==> src/rtl/multi_timer_control.sv <==
// Multi-channel egg-timer controller. NCH independent channel state machines
// share one button set routed by sel. There is one shared blink flash register,
// and each channel has its own self-silencing alarm counter.
module multi_timer_control #(
  parameter int NCH           = 4,
  parameter int SEL_W         = 2,
  parameter int ALARM_TOGGLES = 10
) (
  input  logic             clk,
  input  logic             reset,
  input  logic [SEL_W-1:0] sel,
  input  logic             cooktime_req,
  input  logic             start_timer,
  input  logic             pause_req,
  input  logic             clear_req,
  input  logic             seconds_req,
  input  logic             minutes_req,
  input  logic             blink_pulse,
  input  logic [NCH-1:0]   timer_en,
  input  logic [NCH-1:0]   timer_done,
  input  logic [NCH-1:0]   auto_reload,
  output logic [NCH-1:0]   increment_seconds,
  output logic [NCH-1:0]   increment_minutes,
  output logic [NCH-1:0]   prog_mode,
  output logic [NCH-1:0]   main_timer_enable,
  output logic [NCH-1:0]   load_timer,
  output logic [NCH-1:0]   timer_enabled_led,
  output logic [NCH-1:0]   timer_on_led,
  output logic [NCH-1:0]   alarm,
  output logic             any_alarm
);

  localparam int               CNT_W      = $clog2(ALARM_TOGGLES + 1);
  localparam logic [CNT_W-1:0] ALARM_INIT = CNT_W'(ALARM_TOGGLES);

  typedef enum logic [2:0] {IDLE, PROG, LOAD, RUN, PAUSE, DONE} state_t;

  state_t           state_q     [NCH];
  state_t           state_d     [NCH];
  logic [CNT_W-1:0] alarm_cnt_q [NCH];
  logic [CNT_W-1:0] alarm_cnt_d [NCH];
  logic             flash_q;

  logic [NCH-1:0] addressed;
  logic [NCH-1:0] cmd_clear;
  logic [NCH-1:0] cmd_cook;
  logic [NCH-1:0] cmd_start;
  logic [NCH-1:0] cmd_pause;

  // Route the shared buttons to the channel picked by sel. An out-of-range sel matches nothing.
  // NOTE: every always_comb output gets a value on every path (defaults or full
  // assignment first), otherwise synthesis infers a latch.
  always_comb begin
    for (int i = 0; i < NCH; i++) begin
      addressed[i] = (int'(sel) == i);
    end
    cmd_clear = addressed & {NCH{clear_req}};
    cmd_cook  = addressed & {NCH{cooktime_req}};
    cmd_start = addressed & {NCH{start_timer}};
    cmd_pause = addressed & {NCH{pause_req}};
  end

  // Shared flash register; it toggles once per blink_pulse.
  // NOTE: clocked state uses non-blocking (<=) so every register samples
  // pre-edge values; blocking (=) is reserved for combinational logic.
  always_ff @(posedge clk or posedge reset) begin
    if (reset) begin
      flash_q <= 1'b0;
    end else if (blink_pulse) begin
      flash_q <= ~flash_q;
    end
  end

  // Per-channel next state. Command priority is clear > cooktime > start > pause.
  always_comb begin
    for (int i = 0; i < NCH; i++) begin
      state_d[i] = state_q[i];
      case (state_q[i])
        IDLE: begin
          if (cmd_clear[i])      state_d[i] = IDLE;
          else if (cmd_cook[i])  state_d[i] = PROG;
          else if (cmd_start[i]) state_d[i] = LOAD;
        end
        PROG: begin
          if (cmd_clear[i])      state_d[i] = IDLE;
          else if (cmd_start[i]) state_d[i] = LOAD;
        end
        LOAD: state_d[i] = RUN;
        RUN: begin
          if (cmd_clear[i])      state_d[i] = IDLE;
          else if (cmd_cook[i])  state_d[i] = PROG;
          else if (timer_done[i]) state_d[i] = DONE;
          else if (cmd_pause[i]) state_d[i] = PAUSE;
        end
        PAUSE: begin
          if (cmd_clear[i])                     state_d[i] = IDLE;
          else if (cmd_cook[i])                 state_d[i] = PROG;
          else if (cmd_start[i] | cmd_pause[i]) state_d[i] = RUN;
        end
        DONE: begin
          if (cmd_clear[i])       state_d[i] = IDLE;
          else if (cmd_cook[i])   state_d[i] = PROG;
          else if (cmd_start[i])  state_d[i] = LOAD;
          else if (auto_reload[i]) state_d[i] = LOAD;
        end
        default: state_d[i] = IDLE;
      endcase
    end
  end

  // Alarm counters: arm on finish, count down on blink, silence on user action.
  // A channel that has just finished always arms its alarm.
  always_comb begin
    for (int i = 0; i < NCH; i++) begin
      alarm_cnt_d[i] = alarm_cnt_q[i];
      if ((state_q[i] == RUN) && (state_d[i] == DONE)) begin
        alarm_cnt_d[i] = ALARM_INIT;
      end else if (cmd_clear[i] | cmd_cook[i] | cmd_start[i]) begin
        alarm_cnt_d[i] = '0;
      end else if (blink_pulse && (alarm_cnt_q[i] != '0)) begin
        alarm_cnt_d[i] = alarm_cnt_q[i] - CNT_W'(1);
      end
    end
  end

  // Channel state and alarm counter registers.
  // NOTE: these per-channel arrays are control state, not storage, so every
  // element is reset explicitly. Do not copy this into a RAM-style array.
  always_ff @(posedge clk or posedge reset) begin
    if (reset) begin
      for (int i = 0; i < NCH; i++) begin
        state_q[i]     <= IDLE;
        alarm_cnt_q[i] <= '0;
      end
    end else begin
      for (int i = 0; i < NCH; i++) begin
        state_q[i]     <= state_d[i];
        alarm_cnt_q[i] <= alarm_cnt_d[i];
      end
    end
  end

  // Output decode from channel state, the flash register and the alarm counters.
  always_comb begin
    for (int i = 0; i < NCH; i++) begin
      prog_mode[i]         = (state_q[i] == PROG);
      load_timer[i]        = (state_q[i] == LOAD);
      main_timer_enable[i] = (state_q[i] == RUN) & timer_en[i];
      timer_enabled_led[i] = (state_q[i] == RUN) & timer_en[i];
      timer_on_led[i]      = (state_q[i] == RUN) & timer_en[i] & flash_q;
      increment_seconds[i] = (state_q[i] == PROG) & addressed[i] & seconds_req;
      increment_minutes[i] = (state_q[i] == PROG) & addressed[i] & minutes_req;
      alarm[i]             = (alarm_cnt_q[i] != '0) & flash_q;
    end
  end

  assign any_alarm = |alarm;

endmodule

==> config.mk <==
export PLATFORM = sky130hd
export DESIGN_NAME = multi_timer_control
export DESIGN_NICKNAME = d
export VERILOG_FILES = /design/src/rtl/multi_timer_control.sv
export SDC_FILE = /design/constraint.sdc
export NUM_CORES = 1
export LEC_CHECK = 0
export CAP_MARGIN = 20
export CORE_ASPECT_RATIO = 0.5
export CORE_MARGIN = 2
export CORE_UTILIZATION = 29
export DETAILED_ROUTE_END_ITERATION = 6
export SLEW_MARGIN = 20
export SYNTH_ARGS = -nofsm -noshare
export SYNTH_HDL_FRONTEND = slang
export SYNTH_SLANG_ARGS = --single-unit
==> constraint.sdc <==
create_clock -name clk -period 5.8 [get_ports clk]
set_input_delay 0.87 -clock clk [delete_from_list [all_inputs] [get_ports clk]]
set_output_delay 0.87 -clock clk [all_outputs]
set_load 0.02 [all_outputs]
==> results of run 1 <==
[path summary, 6_finish.rpt]
check / endpoint / slack (ps) / cells after the start
max: increment_minutes[1] / 1940 / 4
min: alarm_cnt_q[13]$_DFFE_PP0P_ / 590 / 2
max reg2reg: alarm_cnt_q[3]$_DFFE_PP0P_ / 3940 / 5
min reg2reg: alarm_cnt_q[13]$_DFFE_PP0P_ / 590 / 2
max in group asynchronous: state_q[3]$_DFF_PP0_ / 4520 / 3
min in group asynchronous: alarm_cnt_q[7]$_DFFE_PP0P_ / 1000 / 3
[cell usage after synthesis, types with 6 or more instances]
library cell	n
a21o_1	6
a21oi_1	22
and2_1	10
and3_1	12
buf_2	6
buf_4	6
clkbuf_1	6
dfrtp_1	29
inv_1	18
nand2_1	26
nand2b_1	8
nand3_1	8
nor2_1	24
nor2b_1	7
nor3_1	19
nor3b_1	8
o21ai_0	19
xnor2_1	6
[routing by layer]
layer  share of wire (%)  up-vias  GRT usage [%]
met1                  52     1126           22.5
met4                 1.4        0           4.44
met2                  41       60           23.7
met3                 5.2        6           4.07
met5                   0        -              0
li1                    -     1206              -
[worst max-delay path, stage by stage]
cell and delay, ps:
clkdlybuf4s50_1 750, nor2b_1 520, and3_1 240, clkdlybuf4s50_1 600
[registers in the layout, summed over array words and instances (netlist names)]
| name | count |
|---|---|
| alarm_cnt_q | 16 |
| flash_q | 1 |
| state_q | 12 |
[where the power goes]
group          switching (uW)  internal [uW]
Clock                    93.1            214
Combinational             402            355
Sequential                115            288
Total                     611            857
[layout make-up]
type / instances / area (um^2)
Sequential cell: 29 / 726
Tap cell: 112 / 140
Clock buffer: 7 / 143
Multi-Input combinational cell: 242 / 1500
Inverter: 18 / 67.6
Timing Repair Buffer: 56 / 558
Clock inverter: 1 / 30.0
Fill cell: 808 / 4870
[per-stage QoR]
stage | setup WS [ps] | cells | hold slack, ps | cell area [um^2] | total power, uW
after floorplan | 3000 | 309 | 517 | 2410 | 910
after global placement | 2030 | 457 | 567 | 2990 | 1160
after detailed placement | 1980 | 457 | 578 | 2990 | 1160
after CTS | 1930 | 465 | 588 | 3160 | 1470
after global routing | 1780 | 465 | 635 | 3160 | 1590
final | 1940 | 465 | 585 | 3160 | 1470
[cells by family (layout without fill, tap and decap cells)]
logic type / after synthesis / after routing / share of synthesized area, %
and+or+nand+nor: 144 / 144 / 32.9
buffers and inverters: 38 / 82 / 7.78
AOI/OAI and AO/OA: 87 / 87 / 24.6
xor gates and xnor gates: 7 / 7 / 2.54
adders and majority gates: 4 / 4 / 2.08
DFF: 29 / 29 / 30.1
==> metrics, run 1 <==
status=complete, no violations; dpl hpwl=4920 um; initial antenna violation count=0; share of layout cells above drive strength 1=6.23%; Post-Syn Area=2410 um^2; CP endpoint kind=output port; Die Footprint=9100 um^2; Critical Path RT=4930 ps; Async SR Flop Fraction=100%; clock latency on the worst-skew pair=280 ps; CP startpoint kind=primary input; Slew Limit Fails=0; arrival time at the worst endpoint=2990 ps; DR WL/cell=14.5 um; Power Density=464 nW/um^2; # diodes=0; Hold Crit Class=register to register; Setup Viol. Count Final=0; Max IR drop VDD=0.196 mV; wire length of the first global-routing pass=11,200 um; starting density of the core=30.0%; Synth area leader=dfrtp_1; Critical Path Source=sel[0]; RSZ-0062 raised after global routing=no; global route overflow=0; Placement Rows=23; Post-synth EDFFs=0; starting DRC count in detailed routing=190; Worst Skew=5.85 ps; drt via density=5.16; core area=8030 um^2; f_max=259 MHz; IO Pins=56; CTS Buf Count=5; WS Path Type=primary input to output port; RR Startpoint=state_q[0]$_DFF_PP0_; Die Y=68.5 um; port bufs=55; Final ANT Viol Nets=0; Via Count=2,398; final hold violations=0; Seq/Total Area, Yosys=30.1%; Setup Total Neg Slack=0 ps; CTS tree=built; Root Buffer=clkbuf_16; Netlist cell types=56; DR DRC count=0; clock transition at the registers of the reported paths=50 ps; ys flop type=dfrtp_1; Total Routed Length=6730 um; CTS Hold Bufs=0; syn nets=336; Yosys Warn Count=0; GRT Resource Usage Total=15.8%; Max FO, Critical Path=15; Post-Synthesis Cells=309; nets@finish=379; GP Congestion=0.854; hold path start=alarm_cnt_q[13]$_DFFE_PP0P_; slew margin rel.=56.0%; most common cell after layout, fill and taps aside=clkdlybuf4s50_1; clk sink count=29; top cell type's share of synthesized area=30.1%; # H-tree levels=2; Area Growth Syn to Fin=31.1%; Die Span X=133 um; Leakage=0.00130 uW; fin util=39.4%; top cells by area, synth=dfrtp_1, a21oi_1, nand2_1; TritonRoute pass-1 iters=4; final worst path period share=66.5%; vias in the first global route=2,251; largest net degree at the start of global routing=30; flop and latch count out of synthesis=29; postcts setup bufs=0; clk buf depth=2; pin slew with the least headroom to its limit=658 ps; fin crit period=3860 ps; Avg Cell Area, Syn=7.80 um^2; most frequent cells in the layout=clkdlybuf4s50_1, dfrtp_1, nand2_1; maxcap violations=0; Post-CTS Resized=0
Note: power is estimated with default switching activity, not from simulation.
==> run 2, diff against run 1 <==
- clock period: 5.8 -> 3.5 ns (I/O delays scaled with it)
==> metrics, run 2 (same netlist as run 1, synthesis figures left out) <==
drt via density=5.20 (was 5.16); Die Span X=133 um (unchanged); Root Buffer=clkbuf_16 (unchanged); Max FO, Critical Path=3 (was 15); dpl hpwl=5020 um (was 4920 um); postcts setup bufs=0 (unchanged); f_max=320 MHz; TritonRoute pass-1 iters=4 (unchanged); Hold Path Stages=1 (was 2); core area=8030 um^2 (unchanged); clock transition at the registers of the reported paths=50 ps (about the same); fin crit period=3130 ps; largest net degree at the start of global routing=30 (unchanged); share of layout cells above drive strength 1=7.54% (was 6.23%); WS Path Type=register to output port (was primary input to output port); GP Congestion=0.863 (was 0.854); clk buf depth=2 (unchanged); max reg flops=16 (unchanged); starting density of the core=30.0% (unchanged); CP top delay family=simple AND/OR/NAND/NOR gates (was buffers and inverters); CTS Buf Count=5 (unchanged); global route overflow=0 (unchanged); Multi-input gate area=1500 um^2 (unchanged); DR DRC count=0 (unchanged); Setup Total Neg Slack=0 ps (unchanged); most common cell after layout, fill and taps aside=clkdlybuf4s50_1 (unchanged); most frequent cells in the layout=clkdlybuf4s50_1, dfrtp_1, nand2_1 (unchanged); RSZ-0062 raised after global routing=no (unchanged); Worst Reg-to-Reg Cells=5 (unchanged); worst reg-to-reg setup slack=1640 ps (was 3940 ps); Slew Limit Fails=0 (unchanged); # H-tree levels=2 (unchanged); CP peak stage delay=540 ps (was 750 ps); Area Growth Syn to Fin=32.7% (was 31.1%); Placed Cells=462 (was 457); Setup Viol. Count Final=0 (unchanged); clock latency on the worst-skew pair=280 ps (about the same); Total Routed Length=6830 um (was 6730 um); slew margin rel.=56.2% (was 56.0%); starting DRC count in detailed routing=180 (was 190); vias in the first global route=2,173 (was 2,251); DR WL/cell=14.5 um (about the same); RR Startpoint=state_q[0]$_DFF_PP0_ (unchanged); IO Pins=56 (unchanged); clk sink count=29 (unchanged); Critical Path RT=2970 ps (was 4930 ps); hold path start=state_q[5]$_DFF_PP0_ (was alarm_cnt_q[13]$_DFFE_PP0P_); pin slew with the least headroom to its limit=654 ps (was 658 ps); largest register by flop count=alarm_cnt_q (unchanged); final worst path period share=89.4%; # diodes=0 (unchanged); GRT Resource Usage Total=15.5% (was 15.8%); fin util=39.8% (was 39.4%); Die Footprint=9100 um^2 (unchanged); biggest regs=alarm_cnt_q (16), state_q (12), flash_q (1) (unchanged); Finished Layout Cells=470 (was 465); CTS tree=built (unchanged); Worst Hold End=state_q[4]$_DFF_PP0_ (was alarm_cnt_q[13]$_DFFE_PP0P_); CP Buf/Inv Count=2 (unchanged); nets@finish=384 (was 379); Pwr Total=2440 uW (was 1470 uW); CTS Hold Bufs=0 (unchanged); Max IR drop VDD=0.351 mV (was 0.196 mV); RR Endpoint=alarm_cnt_q[0]$_DFFE_PP0P_ (was alarm_cnt_q[3]$_DFFE_PP0P_); maxcap violations=0 (unchanged); Fillers=813 (was 808); initial antenna violation count=0 (unchanged); Final ANT Viol Nets=0 (unchanged); arrival time at the worst endpoint=2600 ps (was 2990 ps); Reg area=726 um^2 (unchanged); Leakage=0.00133 uW (was 0.00130 uW); Power Density=763 nW/um^2 (was 464 nW/um^2); port bufs=55 (unchanged); Placement Rows=23 (unchanged); status=complete, no violations (unchanged); Via Count=2,442 (was 2,398); slowest CP cell=clkdlybuf4s50_1 (unchanged); cell-by-cell trace of the critical path=inv_1 > ha_1 > or3b_2 > and2_1 > or4_1 > clkdlybuf4s50_1 (was clkdlybuf4s50_1 > nor2b_1 > and3_1 > clkdlybuf4s50_1); Die Y=68.5 um (unchanged); Hold Crit Class=register to register (unchanged); Post-CTS Resized=0 (unchanged); Worst Skew=6.42 ps (was 5.85 ps); CP startpoint kind=register (was primary input); wire length of the first global-routing pass=11,000 um (was 11,200 um); final hold violations=0 (unchanged); CP endpoint kind=output port (unchanged)
[run 2: changes by cell type in the layout (fill, tap and decap cells not counted), sizes merged]
cell | before | now
buf | 1 | 6
[run 2: layout make-up]
class / instances / area share (%)
multi-input combinational: 242 / 46.8
clock buffer: 7 / 4.46
tap: 112 / 4.38
inverter: 18 / 2.11
timing repair buffer: 61 / 18.6
clock inverter: 1 / 0.939
sequential: 29 / 22.7
[run 2: routing by layer]
layer	vias to the layer above	part of all wire [%]	track usage, %
li1	1219	-	-
met1	1141	51	22.0
met2	76	43	23.6
met3	6	5.5	3.19
met4	0	0.83	5.51
met5	-	0	0
[run 2: worst max path at each step]
stage                                     from                   end  slack [ps]  cells after the start
global placement                        sel[0]  increment_minutes[3]         530                      4
global route        alarm_cnt_q[4]$_DFFE_PP0P_             any_alarm         260                      6
CTS                 alarm_cnt_q[0]$_DFFE_PP0P_             any_alarm         360                      6
detailed placement                      sel[0]  increment_seconds[3]         500                      4
finish              alarm_cnt_q[0]$_DFFE_PP0P_             any_alarm         370                      6
floorplan           alarm_cnt_q[0]$_DFFE_PP0P_             any_alarm        1050                      5
[run 2: stage by stage]
stage / hold WS [ps] / worst slack [ps] / cell area (um^2)
CTS: 580 / 355 / 3200
finish: 590 / 370 / 3200
global route: 615 / 260 / 3200
detailed placement: 569 / 501 / 3030
floorplan: 517 / 1050 / 2410
global placement: 556 / 528 / 3030
[run 2: report_power, final]
group	total (uW)	internal, uW	leakage (uW)	switching [uW]
registers	670	478	0.000372	193
clock network	509	355	0.0000841	154
logic	1260	591	0.000870	670
